**src/rtl/pmem_loader.sv**
```systemverilog
// rtl/pmem_loader.sv - byte-stream program-memory loader; optional checksum via PMEM_LOADER_CHECKSUM_EN
module pmem_loader #(
    parameter int PMEM_ADDR_WIDTH = 12,
    parameter int PMEM_WORD_WIDTH = 16,
    parameter int PMEM_NUM_WORDS  = 2048,
    parameter int PC_INCREMENT    = 2
) (
    input  logic                       clock,
    input  logic                       reset,
    input  logic                       in_start,
    input  logic                       in_byte_valid,
    input  logic [7:0]                 in_byte,
    output logic                       out_byte_ready,
    output logic [PMEM_ADDR_WIDTH-1:0] out_pmem_wr_addr,
    output logic [PMEM_WORD_WIDTH-1:0] out_pmem_wr_word,
    output logic                       out_pmem_write_en,
    output logic                       out_core_reset,
    output logic                       out_busy,
    output logic                       out_done,
    output logic                       out_error
);

    typedef enum logic [2:0] {
        S_IDLE    = 3'd0,
        S_LEN_HI  = 3'd1,
        S_LEN_LO  = 3'd2,
        S_DATA_HI = 3'd3,
        S_DATA_LO = 3'd4,
`ifdef PMEM_LOADER_CHECKSUM_EN
        S_CHECK   = 3'd5,
`endif
        S_DONE    = 3'd6,
        S_ERROR   = 3'd7
    } state_t;

    // State entered once the last word (or an empty length) has been taken
`ifdef PMEM_LOADER_CHECKSUM_EN
    localparam state_t S_FINISH = S_CHECK;
`else
    localparam state_t S_FINISH = S_DONE;
`endif

    localparam logic [16:0]                MAX_WORDS = 17'(PMEM_NUM_WORDS);
    localparam logic [PMEM_ADDR_WIDTH-1:0] ADDR_STEP = PMEM_ADDR_WIDTH'(PC_INCREMENT);

    state_t                     state_q, state_d;
    logic [PMEM_ADDR_WIDTH-1:0] addr_q, addr_d;
    logic [7:0]                 len_hi_q, len_hi_d;
    logic [15:0]                remaining_q, remaining_d;
    logic [7:0]                 hi_q, hi_d;
    logic                       wr_en_q, wr_en_d;
    logic [PMEM_ADDR_WIDTH-1:0] wr_addr_q, wr_addr_d;
    logic [PMEM_WORD_WIDTH-1:0] wr_word_q, wr_word_d;
`ifdef PMEM_LOADER_CHECKSUM_EN
    logic [7:0]                 sum_q, sum_d;
`endif

    logic        byte_ready;
    logic        xfer;
    logic [15:0] len_word;

    assign byte_ready = (state_q == S_LEN_HI) || (state_q == S_LEN_LO) ||
                        (state_q == S_DATA_HI) || (state_q == S_DATA_LO)
`ifdef PMEM_LOADER_CHECKSUM_EN
                        || (state_q == S_CHECK)
`endif
                        ;
    assign xfer     = in_byte_valid && byte_ready;
    assign len_word = {len_hi_q, in_byte};

    // Register all state; reset also kills any write strobe about to issue
    always_ff @(posedge clock) begin
        if (reset) begin
            state_q     <= S_IDLE;
            addr_q      <= '0;
            len_hi_q    <= '0;
            remaining_q <= '0;
            hi_q        <= '0;
            wr_en_q     <= 1'b0;
            wr_addr_q   <= '0;
            wr_word_q   <= '0;
`ifdef PMEM_LOADER_CHECKSUM_EN
            sum_q       <= '0;
`endif
        end else begin
            state_q     <= state_d;
            addr_q      <= addr_d;
            len_hi_q    <= len_hi_d;
            remaining_q <= remaining_d;
            hi_q        <= hi_d;
            wr_en_q     <= wr_en_d;
            wr_addr_q   <= wr_addr_d;
            wr_word_q   <= wr_word_d;
`ifdef PMEM_LOADER_CHECKSUM_EN
            sum_q       <= sum_d;
`endif
        end
    end

    // Next-state: one state step per accepted byte, write staged on the low data byte
    always_comb begin
        state_d     = state_q;
        addr_d      = addr_q;
        len_hi_d    = len_hi_q;
        remaining_d = remaining_q;
        hi_d        = hi_q;
        wr_en_d     = 1'b0;
        wr_addr_d   = wr_addr_q;
        wr_word_d   = wr_word_q;
`ifdef PMEM_LOADER_CHECKSUM_EN
        sum_d       = sum_q;
`endif
        case (state_q)
            S_IDLE, S_DONE, S_ERROR: begin
                if (in_start) begin
                    state_d     = S_LEN_HI;
                    addr_d      = '0;
                    len_hi_d    = '0;
                    remaining_d = '0;
`ifdef PMEM_LOADER_CHECKSUM_EN
                    sum_d       = '0;
`endif
                end
            end
            S_LEN_HI: begin
                if (xfer) begin
                    len_hi_d = in_byte;
                    state_d  = S_LEN_LO;
                end
            end
            S_LEN_LO: begin
                if (xfer) begin
                    remaining_d = len_word;
                    if (len_word == 16'd0) begin
                        state_d = S_FINISH;
                    end else if ({1'b0, len_word} > MAX_WORDS) begin
                        state_d = S_ERROR;
                    end else begin
                        state_d = S_DATA_HI;
                    end
                end
            end
            S_DATA_HI: begin
                if (xfer) begin
                    hi_d    = in_byte;
                    state_d = S_DATA_LO;
`ifdef PMEM_LOADER_CHECKSUM_EN
                    sum_d   = sum_q + in_byte;
`endif
                end
            end
            S_DATA_LO: begin
                if (xfer) begin
                    wr_en_d     = 1'b1;
                    wr_addr_d   = addr_q;
                    wr_word_d   = {hi_q, in_byte};
                    addr_d      = addr_q + ADDR_STEP;
                    remaining_d = remaining_q - 16'd1;
                    state_d     = (remaining_q == 16'd1) ? S_FINISH : S_DATA_HI;
`ifdef PMEM_LOADER_CHECKSUM_EN
                    sum_d       = sum_q + in_byte;
`endif
                end
            end
`ifdef PMEM_LOADER_CHECKSUM_EN
            S_CHECK: begin
                if (xfer) begin
                    state_d = (8'(sum_q + in_byte) == 8'd0) ? S_DONE : S_ERROR;
                end
            end
`endif
            default: state_d = S_IDLE;
        endcase
    end

    // Outputs decoded from state; done waits until the final strobe has gone out
    always_comb begin
        out_byte_ready    = byte_ready;
        out_busy          = byte_ready;
        out_done          = (state_q == S_DONE) && !wr_en_q;
        out_error         = (state_q == S_ERROR);
        out_core_reset    = !((state_q == S_DONE) && !wr_en_q);
        out_pmem_write_en = wr_en_q;
        out_pmem_wr_addr  = wr_addr_q;
        out_pmem_wr_word  = wr_word_q;
    end

endmodule
```
**config.mk**
```make
export PLATFORM = sky130hd
export DESIGN_NAME = pmem_loader
export DESIGN_NICKNAME = d
export VERILOG_FILES = /design/src/rtl/pmem_loader.sv
export SDC_FILE = /design/constraint.sdc
export NUM_CORES = 1
export LEC_CHECK = 0
export ABC_AREA = 1
export BUFFER_PORTS_ARGS = -buffer_cell sky130_fd_sc_hd__buf_2
export CORE_AREA = 2 2 83 85
export DETAILED_ROUTE_END_ITERATION = 8
export DIE_AREA = 0 0 85 87
export GPL_TIMING_DRIVEN = 0
export PLACE_DENSITY_LB_ADDON = 0.05
export SLEW_MARGIN = 20
export SYNTH_ARGS = -nofsm -noshare
export SYNTH_HDL_FRONTEND = slang
export SYNTH_SLANG_ARGS = --single-unit
```
**constraint.sdc**
```tcl
create_clock -name clock -period 1.6 [get_ports clock]
set_input_delay 0.16 -clock clock [delete_from_list [all_inputs] [get_ports clock]]
set_output_delay 0.16 -clock clock [all_outputs]
set_load 0.01 [all_outputs]
```
==> results of run 1 <==
[synth_stat cells]
master / instances / area share
sky130_fd_sc_hd__a21oi_1: 68 / 0.095
sky130_fd_sc_hd__nand3_1: 22 / 0.031
sky130_fd_sc_hd__inv_2: 4 / 0.0042
sky130_fd_sc_hd__buf_2: 4 / 0.0056
sky130_fd_sc_hd__a211oi_2: 2 / 0.0070
sky130_fd_sc_hd__o21ai_0: 63 / 0.088
sky130_fd_sc_hd__conb_1: 1 / 0.0010
sky130_fd_sc_hd__nor2_4: 2 / 0.0063
sky130_fd_sc_hd__buf_6: 2 / 0.0063
sky130_fd_sc_hd__nor3_4: 1 / 0.0045
sky130_fd_sc_hd__nor3b_1: 2 / 0.0042
sky130_fd_sc_hd__o21a_1: 3 / 0.0063
sky130_fd_sc_hd__nand4_1: 11 / 0.019
sky130_fd_sc_hd__ha_1: 3 / 0.010
sky130_fd_sc_hd__nand3_2: 2 / 0.0056
sky130_fd_sc_hd__o22ai_1: 4 / 0.0070
sky130_fd_sc_hd__buf_4: 7 / 0.015
sky130_fd_sc_hd__or2_2: 2 / 0.0035
sky130_fd_sc_hd__clkbuf_1: 11 / 0.011
sky130_fd_sc_hd__o21ai_1: 6 / 0.0084
sky130_fd_sc_hd__nand2_1: 89 / 0.093
sky130_fd_sc_hd__or2_0: 1 / 0.0017
sky130_fd_sc_hd__nand2_2: 3 / 0.0052
sky130_fd_sc_hd__a31o_2: 1 / 0.0024
sky130_fd_sc_hd__inv_1: 58 / 0.061
sky130_fd_sc_hd__a21o_1: 1 / 0.0021
sky130_fd_sc_hd__nor3_1: 7 / 0.0097
sky130_fd_sc_hd__dfxtp_1: 74 / 0.41
sky130_fd_sc_hd__o21ai_2: 1 / 0.0024
sky130_fd_sc_hd__nor2_1: 67 / 0.070
sky130_fd_sc_hd__xnor2_1: 1 / 0.0024
[per-stage QoR]
step | cells | worst slack, ps | utilization | power, W | setup TNS [ps]
floorplan | 523 | 171 | - | 0.00521 | 0
global placement | 647 | -42.8 | 0.596 | 0.00601 | -58.6
detailed placement | 647 | -66.1 | 0.596 | 0.00608 | -160
CTS | 668 | -38.7 | 0.640 | 0.00774 | -38.7
global route | 672 | -79.2 | 0.658 | 0.00883 | -345
finish | 672 | -38.6 | 0.658 | 0.00816 | -38.6
[layout by cell type, fill, tap and decap left out, types with 2 or more instances in the layout]
| master | n |
|---|---|
| sky130_fd_sc_hd__a211oi_2 | 2 |
| sky130_fd_sc_hd__a21oi_1 | 66 |
| sky130_fd_sc_hd__a21oi_2 | 2 |
| sky130_fd_sc_hd__buf_2 | 47 |
| sky130_fd_sc_hd__buf_4 | 14 |
| sky130_fd_sc_hd__buf_6 | 5 |
| sky130_fd_sc_hd__clkbuf_1 | 11 |
| sky130_fd_sc_hd__clkbuf_8 | 10 |
| sky130_fd_sc_hd__clkinvlp_4 | 2 |
| sky130_fd_sc_hd__dfxtp_1 | 69 |
| sky130_fd_sc_hd__dfxtp_2 | 2 |
| sky130_fd_sc_hd__dfxtp_4 | 3 |
| sky130_fd_sc_hd__ha_1 | 2 |
| sky130_fd_sc_hd__inv_1 | 54 |
| sky130_fd_sc_hd__inv_2 | 4 |
| sky130_fd_sc_hd__inv_4 | 2 |
| sky130_fd_sc_hd__inv_6 | 3 |
| sky130_fd_sc_hd__nand2_1 | 81 |
| sky130_fd_sc_hd__nand2_2 | 9 |
| sky130_fd_sc_hd__nand2_4 | 2 |
| sky130_fd_sc_hd__nand3_1 | 21 |
| sky130_fd_sc_hd__nand3_4 | 2 |
| sky130_fd_sc_hd__nand4_1 | 11 |
| sky130_fd_sc_hd__nor2_1 | 61 |
| sky130_fd_sc_hd__nor2_2 | 3 |
| sky130_fd_sc_hd__nor2_4 | 5 |
| sky130_fd_sc_hd__nor3_1 | 7 |
| sky130_fd_sc_hd__nor3b_1 | 2 |
| sky130_fd_sc_hd__o21a_1 | 3 |
| sky130_fd_sc_hd__o21ai_0 | 59 |
| sky130_fd_sc_hd__o21ai_1 | 9 |
| sky130_fd_sc_hd__o21ai_2 | 2 |
| sky130_fd_sc_hd__o22ai_1 | 4 |
| sky130_fd_sc_hd__or2_2 | 2 |
[area by class of cell]
class / instances / share of cell area
Sequential cell: 74 / 0.346
Buffer: 24 / 0.0336
Multi-Input combinational cell: 363 / 0.425
Clock inverter: 5 / 0.0145
Clock buffer: 11 / 0.0327
Timing Repair Buffer: 53 / 0.0680
Tap cell: 80 / 0.0231
Inverter: 62 / 0.0573
[logic make-up after synthesis]
| kind of cell | count (synthesis) | share of synthesized area |
|---|---|---|
| AOI/OAI and AO/OA | 149 | 0.218 |
| xor gates and xnor gates | 1 | 0.00244 |
| DFF | 74 | 0.412 |
| other | 1 | 0.00104 |
| adders and majority gates | 3 | 0.0104 |
| buffers and inverters | 86 | 0.103 |
| and+or+nand+nor | 209 | 0.253 |
[state kept, by name, indices dropped and copies added, names as in the netlist]
signal and cells:
out_pmem_wr_word 16, remaining_q 16, addr_q 11, out_pmem_wr_addr 11, hi_q 8, len_hi_q 8
state_q 3, out_pmem_write_en 1
[metal layers]
layer / up-vias / global-route usage / wire [um]
met5: - / 0 / 0
met4: 0 / 0.0967 / 232
met3: 26 / 0.0607 / 567
met2: 125 / 0.443 / 4620
met1: 1728 / 0.345 / 4370
li1: 1846 / - / -
[path summary, 6_finish.rpt]
check	startpoint	end	slack, ps
worst max-delay path	state_q[1]$_SDFFE_PP0P_	out_byte_ready	-40
worst min-delay path	in_byte[7]	out_pmem_wr_word[7]$_SDFFE_PP0P_	120
worst max register to register	state_q[2]$_SDFFE_PP0P_	len_hi_q[4]$_SDFFE_PP0P_	50
worst min register to register	hi_q[4]$_SDFFE_PP0P_	out_pmem_wr_word[12]$_SDFFE_PP0P_	450
[power by group through the flow]
stage | clock network (W) | registers [W] | logic, W
2_1_floorplan | 0 | 0.00254 | 0.00267
3_3_place_gp | 0 | 0.00257 | 0.00344
3_5_place_dp | 0 | 0.00257 | 0.00351
4_1_cts | 0.00153 | 0.00256 | 0.00365
5_1_grt | 0.00158 | 0.00266 | 0.00459
6_report | 0.00151 | 0.00260 | 0.00405
[critical path: stages (launching register included)]
cell                      delay [ps]
sky130_fd_sc_hd__dfxtp_4         420
sky130_fd_sc_hd__inv_6            70
sky130_fd_sc_hd__nand3_4          90
sky130_fd_sc_hd__buf_6           110
sky130_fd_sc_hd__nand4_1         150
sky130_fd_sc_hd__buf_4           180
sky130_fd_sc_hd__buf_6           110
[repair_timing]
item,CTS,global route
endpoints found under the setup margin,24,66
pin swaps,1,4
cloned,0,1
setup buffers,5,3
resized for setup,16,38
==> run summary, run 1 <==
Int Pwr = 0.00451 W
Final number of hold-violating endpoints = 0
Worst supply voltage drop on vdd = 1.34 mV
Avg WL per Cell = 14.6 um
Clk Tree Root Cell = sky130_fd_sc_hd__clkbuf_8
Detailed Routing Iterations Pass 1 = 5
Total Nets Final = 602
Switching power as a share of total power = 0.447
Clock latency on the worst-skew pair = 360 ps
Num CTS Buffers = 9
Number of fill cells in the layout = 596
Critical path type = reg2out
Hold slack = 118 ps
Maximum capacitance violations = 0
X dimension of the die = 85 um
Launching element type of the critical path = register
Static power due to leakage = 1.93 nW
Sw power = 0.00365 W
Buffers from clock root to sink, at most = 2
#FFs+latches synth = 74
Endpoints failing setup = 1
Area added between synthesis and finish = 20.3%
Number of diodes added for antenna fixing = 0
Die outline height = 87 um
Global-route wire length before repair = 15,700 um
Via Count = 3,725
Total power density per cell area = 1890 mW/mm^2
Count of unique library cells instantiated by Yosys = 31
IO Pins = 46
Combinational cell fraction of total power = 0.496
Syn nets = 538
Number of placement rows = 30
Worst hold path cell count = 3
Share of layout cells above drive strength 1 = 0.216
CTS tree = yes
Cts-stage hold buffer count = 0
Slew at the pin closest to its max-slew limit = 623 ps
Relative max-transition margin = 0.585
Count of input and output buffers = 44
Die area = 0.00740 sq mm
Violations in the final reports = setup timing
Effective utilization at floorplan = 0.547
DRC marker count from the first detailed-route iteration = 248
Maximum number of pins on one net before global-route repair = 14
Antenna-violating nets left = 0
CP Data Arrival Time = 1480 ps
Final instance area = 0.00432 sq mm
Antenna violations before repair = 0
Fmax = 610 MHz
Relative contribution of sequential cells to total power = 0.319
Ratio of final minimum period to clock period = 1.02
H-tree Lvls = 3
Data required time at the worst endpoint = 1440 ps
Critical-path maximum fanout = 6
Final setup margin = -38.6 ps
Placer Congestion = 0.922
Average cell area after synthesis = 6.87 sq um
Placed cell areas = 0.00392 sq mm
Storage element area = 0.00150 sq mm
DP HPWL = 6800 um
Minimum clock period after layout = 1640 ps
Combined area of all synthesized cells = 0.00359 sq mm
Warning count from the yosys run = 0
Post-route DRC violation count = 0
Routed wire length = 9790 um
Vias in the first global route = 3,399
Crit. End Element = output port
GR Overflow Total = 0
Setup repair after global routing missed its margin = yes
Clock transition at the register clock pins on the worst setup and hold paths after CTS = 80 ps
# clock sinks = 74
GR Util All Layers = 0.268
Clock skew after layout = 9.85 ps
Outcome = complete, but fails checks
Depth of the worst register-to-register path = 11
Vias per cell = 5.54
Power share of the clock group = 0.185
Worst Hold Class = in2reg
Total area of multi-input combinational cells = 0.00184 sq mm
Number of standard cells after synthesis = 523
Placeable core region = 0.00657 sq mm
Slew Limit Fails = 0
Part of the Yosys area used for sequential elements = 0.412
(Power assumes the default switching activity.)
==> run 2: changes to the inputs <==
- CORE_AREA: 2 2 83 85 -> 2 2 87 89
- DIE_AREA: 0 0 85 87 -> 0 0 89 91
- GPL_TIMING_DRIVEN: 0 -> 1
- clock period: 1.6 -> 1.4 ns (I/O delays scaled with it)
==> run 2 against run 1 <==
Against the previous run: routed wire length grew 7.8%; global-route usage down 1.2 points; sequential power grew 14%; largest power group unchanged; critical path depth shrank 1; the run still ends with setup timing left; clock power up 20%; register-to-register slack got worse by 130 ps; first-iteration DRC count down 27%; flip-flop and latch count did not move; final cell count grew 6.0%; largest cell class unchanged; clock skew increased by 0.96 ps; setup slack lost 84 ps; sequential share of layout area shrank 4.1 points.
==> run summary, run 2 (same netlist as run 1, synthesis figures left out) <==
Antenna-violating nets left = 0 (unchanged)
Num CTS Buffers = 9 (unchanged)
Critical path origin = state_q[1]$_SDFFE_PP0P_ (unchanged)
Met2 global-route usage = 0.418 (was 0.443)
Clock skew after layout = 10.8 ps (was 9.85 ps)
Worst Hold Class = in2reg (unchanged)
Antenna violations before repair = 0 (unchanged)
Met1 track demand over resource in global routing = 0.341 (was 0.345)
Detailed Routing Iterations Pass 1 = 5 (unchanged)
Die outline height = 91 um (was 87 um)
Sum of negative setup slack = -1530 ps (was -38.6 ps)
Worst hold endpoint = hi_q[2]$_SDFFE_PP0P_ (was out_pmem_wr_word[7]$_SDFFE_PP0P_)
X dimension of the die = 89 um (was 85 um)
GR Overflow Total = 0 (unchanged)
Hold wc startpoint = in_byte[2] (was in_byte[7])
Worst-case register-to-register setup slack = -80 ps (was 50 ps)
DP HPWL = 6960 um (was 6800 um)
Met3 routing resource usage after global routing = 0.0427 (was 0.0607)
CTS tree = yes (unchanged)
Maximum number of pins on one net before global-route repair = 43 (was 14)
CP Data Arrival Time = 1380 ps (was 1480 ps)
Clock transition at the register clock pins on the worst setup and hold paths after CTS = 80 ps (about the same)
Share of layout cells above drive strength 1 = 0.334 (was 0.216)
Data required time at the worst endpoint = 1260 ps (was 1440 ps)
Count of input and output buffers = 44 (unchanged)
Number of diodes added for antenna fixing = 0 (unchanged)
Number of fill cells in the layout = 634 (was 596)
Via Count = 3,735 (was 3,725)
Total power density per cell area = 2250 mW/mm^2 (was 1890 mW/mm^2)
Depth of the worst register-to-register path = 8 (was 11)
Post-route DRC violation count = 0 (unchanged)
Placer Congestion = 0.907 (was 0.922)
Ratio of final minimum period to clock period = 1.09
Global-route wire length before repair = 16,100 um (was 15,700 um)
Most frequent cells in the layout = 70 x sky130_fd_sc_hd__dfxtp_1, 65 x sky130_fd_sc_hd__nand2_1, 57 x sky130_fd_sc_hd__nor2_1 (was 81 x sky130_fd_sc_hd__nand2_1, 69 x sky130_fd_sc_hd__dfxtp_1, 66 x sky130_fd_sc_hd__a21oi_1)
Critical-path maximum fanout = 4 (was 6)
Critical path type = reg2out (unchanged)
Layer with the highest usage after global routing = met2 (unchanged)
Violations in the final reports = setup timing (unchanged)
R2r endpoint = remaining_q[8]$_SDFFE_PP0P_ (was len_hi_q[4]$_SDFFE_PP0P_)
Total Nets Final = 625 (was 602)
Buffers from clock root to sink, at most = 2 (unchanged)
Die area = 0.00810 sq mm (was 0.00740 sq mm)
Area added between synthesis and finish = 36.4% (was 20.3%)
Most frequent standard cell in the layout excluding fill and tap cells = sky130_fd_sc_hd__dfxtp_1 (was sky130_fd_sc_hd__nand2_1)
Clock latency on the worst-skew pair = 350 ps (was 360 ps)
Minimum clock period after layout = 1520 ps
Clk Tree Root Cell = sky130_fd_sc_hd__clkbuf_8 (unchanged)
Avg WL per Cell = 14.8 um (was 14.6 um)
Maximum capacitance violations = 0 (unchanged)
Reg2Reg Launch Point = state_q[2]$_SDFFE_PP0P_ (unchanged)
Worst hold path cell count = 3 (unchanged)
Hold slack = 116 ps (was 118 ps)
Final setup margin = -122 ps (was -38.6 ps)
Placeable core region = 0.00714 sq mm (was 0.00657 sq mm)
Fmax = 657 MHz
IO Pins = 46 (unchanged)
H-tree Lvls = 3 (unchanged)
Effective utilization at floorplan = 0.504 (was 0.547)
Vias per cell = 5.25 (was 5.54)
Worst supply voltage drop on vdd = 1.12 mV (was 1.34 mV)
# clock sinks = 74 (unchanged)
Number of placement rows = 31 (was 30)
Crit. End Element = output port (unchanged)
Static power due to leakage = 2.17 nW (was 1.93 nW)
Outcome = complete, but fails checks (unchanged)
Launching element type of the critical path = register (unchanged)
GR Util All Layers = 0.256 (was 0.268)
Endpoints failing setup = 35 (was 1)
Final number of hold-violating endpoints = 0 (unchanged)
Setup repair after global routing missed its margin = yes (unchanged)
Routed wire length = 10,500 um (was 9790 um)
Vias in the first global route = 3,397 (was 3,399)
Slew Limit Fails = 0 (unchanged)
DRC marker count from the first detailed-route iteration = 182 (was 248)
[run 2: cell types whose count changed in the layout (fill, tap and decap cells not counted), moves of 6 or more]
cell	previous run	this run
sky130_fd_sc_hd__buf_4	14	40
sky130_fd_sc_hd__nand2_1	81	65
sky130_fd_sc_hd__a21oi_1	66	53
sky130_fd_sc_hd__a21oi_2	2	14
sky130_fd_sc_hd__clkbuf_1	11	0
sky130_fd_sc_hd__nand2_2	9	19
sky130_fd_sc_hd__buf_6	5	11
sky130_fd_sc_hd__inv_2	4	10
sky130_fd_sc_hd__nand2_4	2	8
[run 2: metrics by stage]
step           setup WS (ps)  utilization  instances  total power (W)  area [sq um]
2_1_floorplan           4.46            -        523          0.00598          3600
3_3_place_gp           -30.0        0.588        686          0.00754          4200
3_5_place_dp           -87.0        0.588        686          0.00761          4200
4_1_cts                -90.4        0.639        706          0.00997          4560
5_1_grt                 -174        0.687        712           0.0118          4900
6_report                -122        0.687        712           0.0110          4900
[run 2: worst max-delay path, stage by stage (launching register included)]
cell and delay [ps]:
sky130_fd_sc_hd__dfxtp_4 380, sky130_fd_sc_hd__buf_4 150, sky130_fd_sc_hd__nand2_1 100, sky130_fd_sc_hd__nand4_1 130, sky130_fd_sc_hd__buf_4 170, sky130_fd_sc_hd__buf_6 110
[run 2: area by class of cell]
type | count | area (sq um) | share of cell area
Sequential cell | 74 | 1490 | 0.305
Clock buffer | 9 | 124 | 0.0253
Inverter | 62 | 245 | 0.0500
Clock inverter | 5 | 81.3 | 0.0166
Tap cell | 99 | 124 | 0.0253
Timing Repair Buffer | 100 | 785 | 0.160
Multi-Input combinational cell | 363 | 2050 | 0.418
[run 2: what timing repair did]
item,in CTS,in global routing
pin swaps,6,18
hold buffers,0,0
endpoints found under the setup margin,36,67
cloned,1,2
setup buffers,6,4
gates resized for setup,33,84
[run 2: layer usage]
metal / part of all wire / routed length (um) / vias up
met3: 0.039 / 414 / 21
met5: 0 / 0 / -
met4: 0.023 / 240 / 0
met1: 0.43 / 4590 / 1736
met2: 0.50 / 5310 / 91
li1: - / - / 1887
[run 2: worst max path at each step]
| stage | endpoint | cells past startpoint |
|---|---|---|
| 2_1_floorplan | state_q[2]$_SDFFE_PP0P_ | 10 |
| 3_3_place_gp | addr_q[7]$_SDFFE_PP0P_ | 8 |
| 3_5_place_dp | addr_q[11]$_SDFFE_PP0P_ | 10 |
| 4_1_cts | out_busy | 6 |
| 5_1_grt | addr_q[7]$_SDFFE_PP0P_ | 10 |
| 6_report | out_byte_ready | 5 |
[run 2: report_power, final]
part,internal (W),switching (W)
clock,0.000984,0.000825
sequential,0.00257,0.000393
combinational,0.00275,0.00349
